===== src/rtl/ex_div_unit.sv =====
// ex_div_unit: multi-cycle RV32M divider for the EX stage.
// Radix-2 restoring divide on operand magnitudes, one quotient bit per cycle,
// with sign fix-up and quotient/remainder select when the result is registered.
// Divide-by-zero and signed overflow bypass the iteration and finish in one cycle.
//
// state  | meaning
// -------+-------------------------------------------------------------
// S_IDLE | waiting for a start; result holds the last delivered value
// S_CALC | iterating, one quotient bit per cycle, pipeline stalled
// S_DONE | done pulse cycle, result valid
//
// XLEN must be even and >= 4; CNT_W must satisfy 2**CNT_W > XLEN.

module ex_div_unit #(
    parameter int XLEN  = 32,
    parameter int CNT_W = 6
) (
    input  logic            clk,
    input  logic            rst_n,
    input  logic            start,
    input  logic [1:0]      op,
    input  logic [XLEN-1:0] dividend,
    input  logic [XLEN-1:0] divisor,
    input  logic            flush,
    output logic            busy,
    output logic            stall_req,
    output logic            done,
    output logic [XLEN-1:0] result
);

    typedef enum logic [1:0] {
        S_IDLE = 2'd0,
        S_CALC = 2'd1,
        S_DONE = 2'd2
    } state_t;

    localparam logic [XLEN-1:0] MIN_NEG  = {1'b1, {(XLEN-1){1'b0}}};
    localparam logic [XLEN-1:0] ALL_ONES = {XLEN{1'b1}};

    state_t            r_state;
    logic [XLEN-1:0]   r_quo;
    logic [XLEN-1:0]   r_rem;
    logic [XLEN-1:0]   r_dsr;
    logic [XLEN-1:0]   r_result;
    logic [CNT_W-1:0]  r_cnt;
    logic              r_quo_neg;
    logic              r_rem_neg;
    logic              r_sel_rem;
    logic              r_done;

    logic              w_accept;
    logic              w_div_zero;
    logic              w_ovf;
    logic              w_special;
    logic              w_dvd_neg;
    logic              w_dsr_neg;
    logic [XLEN-1:0]   w_dvd_mag;
    logic [XLEN-1:0]   w_dsr_mag;
    logic [XLEN-1:0]   w_spec_result;
    logic [XLEN:0]     w_shift;
    logic [XLEN:0]     w_trial;
    logic [XLEN-1:0]   w_quo_next;
    logic [XLEN-1:0]   w_rem_next;
    logic [XLEN-1:0]   w_quo_fix;
    logic [XLEN-1:0]   w_rem_fix;

    // Accept qualification and the two cases that skip iteration.
    assign w_accept   = (r_state == S_IDLE) & start & ~flush;
    assign w_div_zero = (divisor == '0);
    assign w_ovf      = ~op[0] & (dividend == MIN_NEG) & (divisor == ALL_ONES);
    assign w_special  = w_div_zero | w_ovf;

    // Divide-by-zero returns the raw dividend as remainder, even for REM.
    assign w_spec_result = op[1] ? (w_div_zero ? dividend : '0)
                                 : (w_div_zero ? ALL_ONES : MIN_NEG);

    // Signed ops work on magnitudes; signs are reapplied at the end.
    assign w_dvd_neg = ~op[0] & dividend[XLEN-1];
    assign w_dsr_neg = ~op[0] & divisor[XLEN-1];
    assign w_dvd_mag = w_dvd_neg ? (-dividend) : dividend;
    assign w_dsr_mag = w_dsr_neg ? (-divisor)  : divisor;

    // One restoring step: the shifted partial remainder is XLEN+1 bits so the
    // trial subtract never loses its top bit.
    assign w_shift    = {r_rem, r_quo[XLEN-1]};
    assign w_trial    = w_shift - {1'b0, r_dsr};
    assign w_quo_next = {r_quo[XLEN-2:0], ~w_trial[XLEN]};
    assign w_rem_next = w_trial[XLEN] ? w_shift[XLEN-1:0] : w_trial[XLEN-1:0];

    assign w_quo_fix = r_quo_neg ? (-w_quo_next) : w_quo_next;
    assign w_rem_fix = r_rem_neg ? (-w_rem_next) : w_rem_next;

    assign busy      = (r_state != S_IDLE);
    assign stall_req = (w_accept & ~w_special) | (r_state == S_CALC);
    assign done      = r_done;
    assign result    = r_result;

    // Sequencer: accept, iterate, deliver; flush only aborts an active CALC.
    always_ff @(posedge clk or negedge rst_n) begin
        if (!rst_n) begin
            r_state   <= S_IDLE;
            r_quo     <= '0;
            r_rem     <= '0;
            r_dsr     <= '0;
            r_result  <= '0;
            r_cnt     <= '0;
            r_quo_neg <= 1'b0;
            r_rem_neg <= 1'b0;
            r_sel_rem <= 1'b0;
            r_done    <= 1'b0;
        end else begin
            r_done <= 1'b0;
            case (r_state)
                S_IDLE: begin
                    if (w_accept) begin
                        r_sel_rem <= op[1];
                        r_quo_neg <= w_dvd_neg ^ w_dsr_neg;
                        r_rem_neg <= w_dvd_neg;
                        r_quo     <= w_dvd_mag;
                        r_dsr     <= w_dsr_mag;
                        r_rem     <= '0;
                        if (w_special) begin
                            r_result <= w_spec_result;
                            r_done   <= 1'b1;
                            r_state  <= S_DONE;
                        end else begin
                            r_cnt   <= CNT_W'(XLEN);
                            r_state <= S_CALC;
                        end
                    end
                end
                S_CALC: begin
                    if (flush) begin
                        r_state <= S_IDLE;
                    end else begin
                        r_quo <= w_quo_next;
                        r_rem <= w_rem_next;
                        r_cnt <= r_cnt - CNT_W'(1);
                        if (r_cnt == CNT_W'(1)) begin
                            r_result <= r_sel_rem ? w_rem_fix : w_quo_fix;
                            r_done   <= 1'b1;
                            r_state  <= S_DONE;
                        end
                    end
                end
                S_DONE: begin
                    r_state <= S_IDLE;
                end
                default: begin
                    r_state <= S_IDLE;
                end
            endcase
        end
    end

endmodule


===== config.mk =====
export PLATFORM = sky130hd
export DESIGN_NAME = ex_div_unit
export DESIGN_NICKNAME = d
export VERILOG_FILES = /design/src/rtl/ex_div_unit.sv
export SDC_FILE = /design/constraint.sdc
export NUM_CORES = 1
export LEC_CHECK = 0
export ABC_AREA = 1
export CAP_MARGIN = 20
export CELL_PAD_IN_SITES_DETAIL_PLACEMENT = 1
export CELL_PAD_IN_SITES_GLOBAL_PLACEMENT = 1
export CORE_MARGIN = 2
export CORE_UTILIZATION = 38
export CTS_CLUSTER_DIAMETER = 40
export CTS_CLUSTER_SIZE = 24
export DETAILED_ROUTE_END_ITERATION = 16
export GPL_ROUTABILITY_DRIVEN = 0
export PLACE_DENSITY = 0.77
export SLEW_MARGIN = 20
export SYNTH_ARGS = -nofsm -noshare
export SYNTH_HDL_FRONTEND = slang
export SYNTH_SLANG_ARGS = --single-unit

===== constraint.sdc =====
create_clock -name clk -period 4.2 [get_ports clk]
set_input_delay 0.63 -clock clk [delete_from_list [all_inputs] [get_ports clk]]
set_output_delay 0.63 -clock clk [all_outputs]
set_load 0.01 [all_outputs]

==> metrics.txt, run 1 <==
sequential fraction of the synthesis area=27.2%; Final min period=3990 ps; maximum vdd ir drop=0.000421 V; post-synth net total=2,202; DR vias=14,600; share of cells above drive strength 1=8.88%; initial antenna violation count=0; FP Rows=67; status=finished, final reports clean; post-route ant nets=0; Worst path slowest cell=dfrtp_1; final count of hold timing violations=0; Post-Synth XOR/XNOR Area=4.62%; post-synthesis cell count=2,092; CTS Buf Count=17; Reg2Reg Depth=27; Slew @ Worst Pin=993 ps; largest net degree at the start of global routing=94; Simple-Gate Fraction of Synth Area=37.2%; # DRC=0; Detailed Routing Iterations Pass 1=5; die area=0.0354 mm2; maxcap violations=0; Met2 Wirelength=24,900 um; Synth Warn #=0; R2R Setup Slk=210 ps; DR vias/cell=5.49; WHS=299 ps; crit-path most repeated cell=nand2_1; FF-to-FF End=result[18]; number of synthesized flops with an enable pin=0; Worst Setup Path Type=reg -> reg; Yosys cell types=54; vias in the first global route=15,000; max_slew headroom=33.8%; DR top layer=met4; Mean Syn Cell Area=6.16 um2; Finished Layout Cells=2,667; Final Skew=12.4 ps; n_diodes=0; Post-Place Cells=2,628; Fill cells=4,483; Async SR Flop Fraction=100%; DR iter-0 viols=1,123; post-DP HPWL=41,300 um; total wire length=53,400 um; clock net sink count=140; Design Area, Final=0.0154 mm2; final worst-path cycle share=95.1%; area grow syn2layout=19.8%; largest family of logic cells by synthesized area=simple AND/OR/NAND/NOR gates; # nets final=2,316; Die H=188 um; Area after DPL=0.0146 mm2; CTS max path bufs=2; Crit. End Element=flop; CTS tree=built; gr usage total=30.2%; worst hold path type=in -> async; Die X=188 um; metal1 wirelength=24,000 um; synthesis-stage register bit count=140; power density cells=844 mW/mm2; Mapped Area=0.0129 mm2; setup_tns=0 ps; GRT overflow=0; H-tree levels=4; final design utilization=46.2%; Synth Area in Compound Gates=15.9%; DR WL met3=2720 um; Leakage=7.68 nW; Post-Synth Adder-Cell Area=3.94%; Max Fclk=0.250 GHz; mux cell area share after synthesis=0%; Pins Over Slew Limit=0; Crit Path Max Fanout=26; I/O Pins=105; first-pass GRT wire length=83,200 um; average routed wire per standard cell=20.0 um; Req. time, crit path=4600 ps; clk root buf=clkbuf_16; Initial Util=38.5%; # setup viols final=0; Reg clk slew, reported paths=70 ps; Worst path max stage delay=370 ps; port bufs=104; Post-synth top flop=dfrtp_1; CP startpoint kind=flop; Clock Latency Late Sink=460 ps; Placeable Area=0.0334 mm2; Critical R2R Launch=r_quo[31]; Arrival @ worst endpoint=4400 ps
-- cell usage in the layout, fill, tap and decap left out, types with 5 or more instances in the layout --
| cell type | Yosys | routed |
|---|---|---|
| clkbuf_16 | 0 | 17 |
| a21oi_1 | 95 | 94 |
| nand3_2 | 4 | 6 |
| xor2_1 | 46 | 46 |
| nand3_1 | 140 | 137 |
| o21ai_1 | 14 | 13 |
| nand2_4 | 10 | 11 |
| buf_4 | 1 | 57 |
| nand4_1 | 21 | 21 |
| nand2_1 | 630 | 628 |
| bufinv_16 | 0 | 5 |
| dfrtp_1 | 140 | 140 |
| nand2_2 | 19 | 21 |
| ha_1 | 39 | 32 |
| clkdlybuf4s50_1 | 0 | 102 |
| o21ai_2 | 4 | 5 |
| inv_2 | 12 | 14 |
| nor4_1 | 13 | 13 |
| and2_1 | 5 | 5 |
| o221ai_1 | 12 | 12 |
| xnor2_1 | 22 | 22 |
| a31oi_1 | 9 | 9 |
| nor2_1 | 191 | 187 |
| nor2_2 | 9 | 12 |
| nor3_1 | 41 | 38 |
| o21ai_0 | 194 | 193 |
| inv_1 | 284 | 282 |
| o211ai_1 | 19 | 19 |
| o22ai_1 | 6 | 6 |
| or2_2 | 5 | 5 |
-- registers in the layout, summed over array words and instances, names as in the netlist --
signal	flops
r_dsr	32
r_state	2
r_cnt	6
result	32
r_quo_neg	1
r_rem_neg	1
r_rem	32
r_quo	32
r_sel_rem	1
done	1
-- cell type report --
| type | instances | area [um2] | share of cell area, % |
|---|---|---|---|
| Tap cell | 448 | 561 | 3.63 |
| Clock buffer | 18 | 429 | 2.78 |
| Inverter | 298 | 1120 | 7.24 |
| Sequential cell | 140 | 3500 | 22.7 |
| Timing Repair Buffer | 163 | 1500 | 9.74 |
| Clock inverter | 14 | 219 | 1.42 |
| Multi-Input combinational cell | 1586 | 8110 | 52.5 |
-- power by group --
group          switching (mW)  internal [mW]
sequential              0.466           1.89
clock                   0.687           1.06
combinational            6.10           2.84
total                    7.25           5.79
-- worst max-delay path, delay by kind of cell, from the launching register on --
family	cells	cell delay (ps)
adder cells (fa/ha/maj)	3	740
AND/OR/NAND/NOR	21	2420
flip-flops	1	370
buffers and inverters	3	390
-- synth_stat cells, drive strengths merged, types with 22 or more instances --
library cell | instances | area (um2)
ha | 39 | 488
xor2 | 46 | 403
nor2 | 204 | 827
nand2 | 661 | 2640
clkbuf | 55 | 206
nand3 | 146 | 776
nor3 | 44 | 235
dfrtp | 140 | 3500
inv | 296 | 1110
a21oi | 100 | 534
o21ai | 212 | 1080
xnor2 | 22 | 193
-- routing by layer --
metal | track usage [%] | up-vias
li1 | - | 6944
met1 | 40.3 | 7192
met2 | 50.1 | 408
met3 | 3.65 | 86
met4 | 11.3 | 0
met5 | 0 | -
-- cell families after synthesis --
kind of cell    count (synthesis)
compound gates                371
fa+ha+maj                      40
simple gates                 1106
flops                         140
xor+xnor                       68
buf+inv                       367
-- worst max path at each step --
stage                     slack [ps]          to  cells past startpoint        start
after floorplan                  140  result[30]                     30    r_quo[31]
after global placement           -70   stall_req                     15  dividend[1]
after detailed placement        -180   stall_req                     15  dividend[0]
after CTS                          8  result[30]                     29    r_quo[31]
after global routing             -50  result[30]                     29    r_quo[31]
final                            210  result[18]                     27    r_quo[31]
-- repair_timing --
action	CTS	global route
buffers inserted	2	4
hold buffers	0	0
pin swaps	0	10
gates resized for setup	4	28
cloned	0	1
setup endpoints to repair	4	10
-- metrics by stage --
step                setup WS (ps)  power, mW
detailed placement           -179       11.0
floorplan                     139       8.09
global placement            -65.3       10.7
CTS                          8.49       12.8
finish                        207       13.0
global route                -51.4       14.1
(Power assumes the default switching activity.)
==> inputs of run 2 (changes only) <==
--- a/config.mk
+++ b/config.mk
@@ -6,10 +6,9 @@
 export NUM_CORES = 1
 export LEC_CHECK = 0
 export ABC_AREA = 1
-export CAP_MARGIN = 20
+export CAP_MARGIN = 15
 export CELL_PAD_IN_SITES_DETAIL_PLACEMENT = 1
 export CELL_PAD_IN_SITES_GLOBAL_PLACEMENT = 1
-export CORE_MARGIN = 2
 export CORE_UTILIZATION = 38
 export CTS_CLUSTER_DIAMETER = 40
 export CTS_CLUSTER_SIZE = 24
==> metrics.txt, run 2 (synthesis results as in run 1) <==
post-route ant nets=0; Die H=186 um; DR WL met3=2730 um; n_diodes=0; DR top layer=met5; Max Fclk=0.247 GHz; DR iter-0 viols=1,174; setup_tns=0 ps; clk root buf=clkbuf_16; FP Rows=67; CP top delay family=simple AND/OR/NAND/NOR gates; crit-path most repeated cell=nand2_4; total wire length=54,600 um; Placeable Area=0.0334 mm2; power density cells=846 mW/mm2; Crit. End Element=flop; average routed wire per standard cell=20.4 um; Final Skew=12.2 ps; maximum vdd ir drop=0.000665 V; port bufs=104; CTS max path bufs=2; Post-Place Cells=2,635; Reg clk slew, reported paths=70 ps; RSZ-0062 raised after global routing=yes; Arrival @ worst endpoint=4400 ps; status=finished, final reports clean; FF-to-FF End=result[30]; final count of hold timing violations=0; I/O Pins=105; CTS tree=built; CTS Buf Count=17; Crit Path Max Fanout=4; post-DP HPWL=41,500 um; share of cells above drive strength 1=10.4%; Final min period=4050 ps; die area=0.0347 mm2; H-tree levels=4; Worst path max stage delay=370 ps; Met2 Wirelength=25,400 um; Die X=186 um; area grow syn2layout=21.8%; max_slew headroom=31.1%; final worst-path cycle share=96.5%; metal1 wirelength=24,500 um; worst hold path type=in -> async; PnR worst setup slack=145 ps; DR vias=14,800; Worst path slowest cell=dfrtp_1; clock net sink count=140; # setup viols final=0; Req. time, crit path=4540 ps; Pins Over Slew Limit=0; commonest non-fill, non-tap cell in the layout=nand2_1; # nets final=2,325; Buf/Inv on CP=3; gr usage total=31.5%; Initial Util=38.5%; largest net degree at the start of global routing=97; Clock Latency Late Sink=460 ps; vias in the first global route=14,800; most frequent cells in the layout=nand2_1 (625), inv_1 (278), o21ai_0 (193), nor2_1 (185), dfrtp_1 (139); CP startpoint kind=flop; GRT overflow=0; Leakage=7.72 nW; Worst Setup Path Type=reg -> reg; R2R Setup Slk=150 ps; Finished Layout Cells=2,675; initial antenna violation count=3; DR vias/cell=5.54; # DRC=0; Reg2Reg Depth=29; Critical R2R Launch=r_quo[31]; Slew @ Worst Pin=1030 ps; maxcap violations=0; first-pass GRT wire length=82,700 um; post-placement setup slack=-158 ps; Detailed Routing Iterations Pass 1=5
==> run 2: cell types whose count changed in the layout (fill, tap and decap cells not counted), sizes merged <==
cell | before | now
bufinv | 5 | 3
nand2 | 662 | 661
buf | 60 | 70
inv | 297 | 296
clkbuf | 18 | 20
==> run 2: cell type report <==
cell class	instances	area (um2)
sequential	140	3500
clock buffer	20	467
tap	448	561
fill	4422	17700
inverter	298	1120
clock inverter	11	143
timing repair buffer	173	1600
multi-input combinational	1585	8320
==> run 2: worst max-delay path by stage <==
stage / startpoint / to / slack, ps / cells after the start
after detailed placement: r_quo[31] / result[30] / -160 / 29
final: r_quo[31] / result[30] / 150 / 29
after CTS: r_quo[31] / result[30] / 1 / 29
after floorplan: r_quo[31] / result[30] / 140 / 30
after global routing: r_quo[31] / result[30] / -150 / 29
after global placement: r_quo[31] / result[30] / -20 / 29
==> run 2: power breakdown <==
group | internal, mW | switching, mW | total (mW)
clock | 0.975 | 0.683 | 1.66
combinational | 3.04 | 6.21 | 9.25
sequential | 1.89 | 0.491 | 2.38
==> run 2: per-layer routing <==
metal	vias up	global-route usage (%)
met5	-	0
met4	2	12.6
met3	111	4.63
met2	429	51.1
met1	7320	42.1
li1	6970	-
==> run 2: repair_timing <==
action	4_1_cts	5_1_grt
pin swaps	1	17
buffers inserted	1	7
setup endpoints to repair	5	9
hold buffers	0	0
gates resized for setup	6	55
==> run 2: per-stage QoR <==
step | total power [mW] | area [um2] | hold WS [ps] | util [%]
floorplan | 8.09 | 12900 | 334 | -
global placement | 10.7 | 14700 | 466 | 43.8
detailed placement | 11.0 | 14700 | 465 | 43.8
CTS | 12.7 | 15300 | 345 | 45.7
global route | 14.3 | 15700 | 68.8 | 47.0
finish | 13.3 | 15700 | 51.9 | 47.0
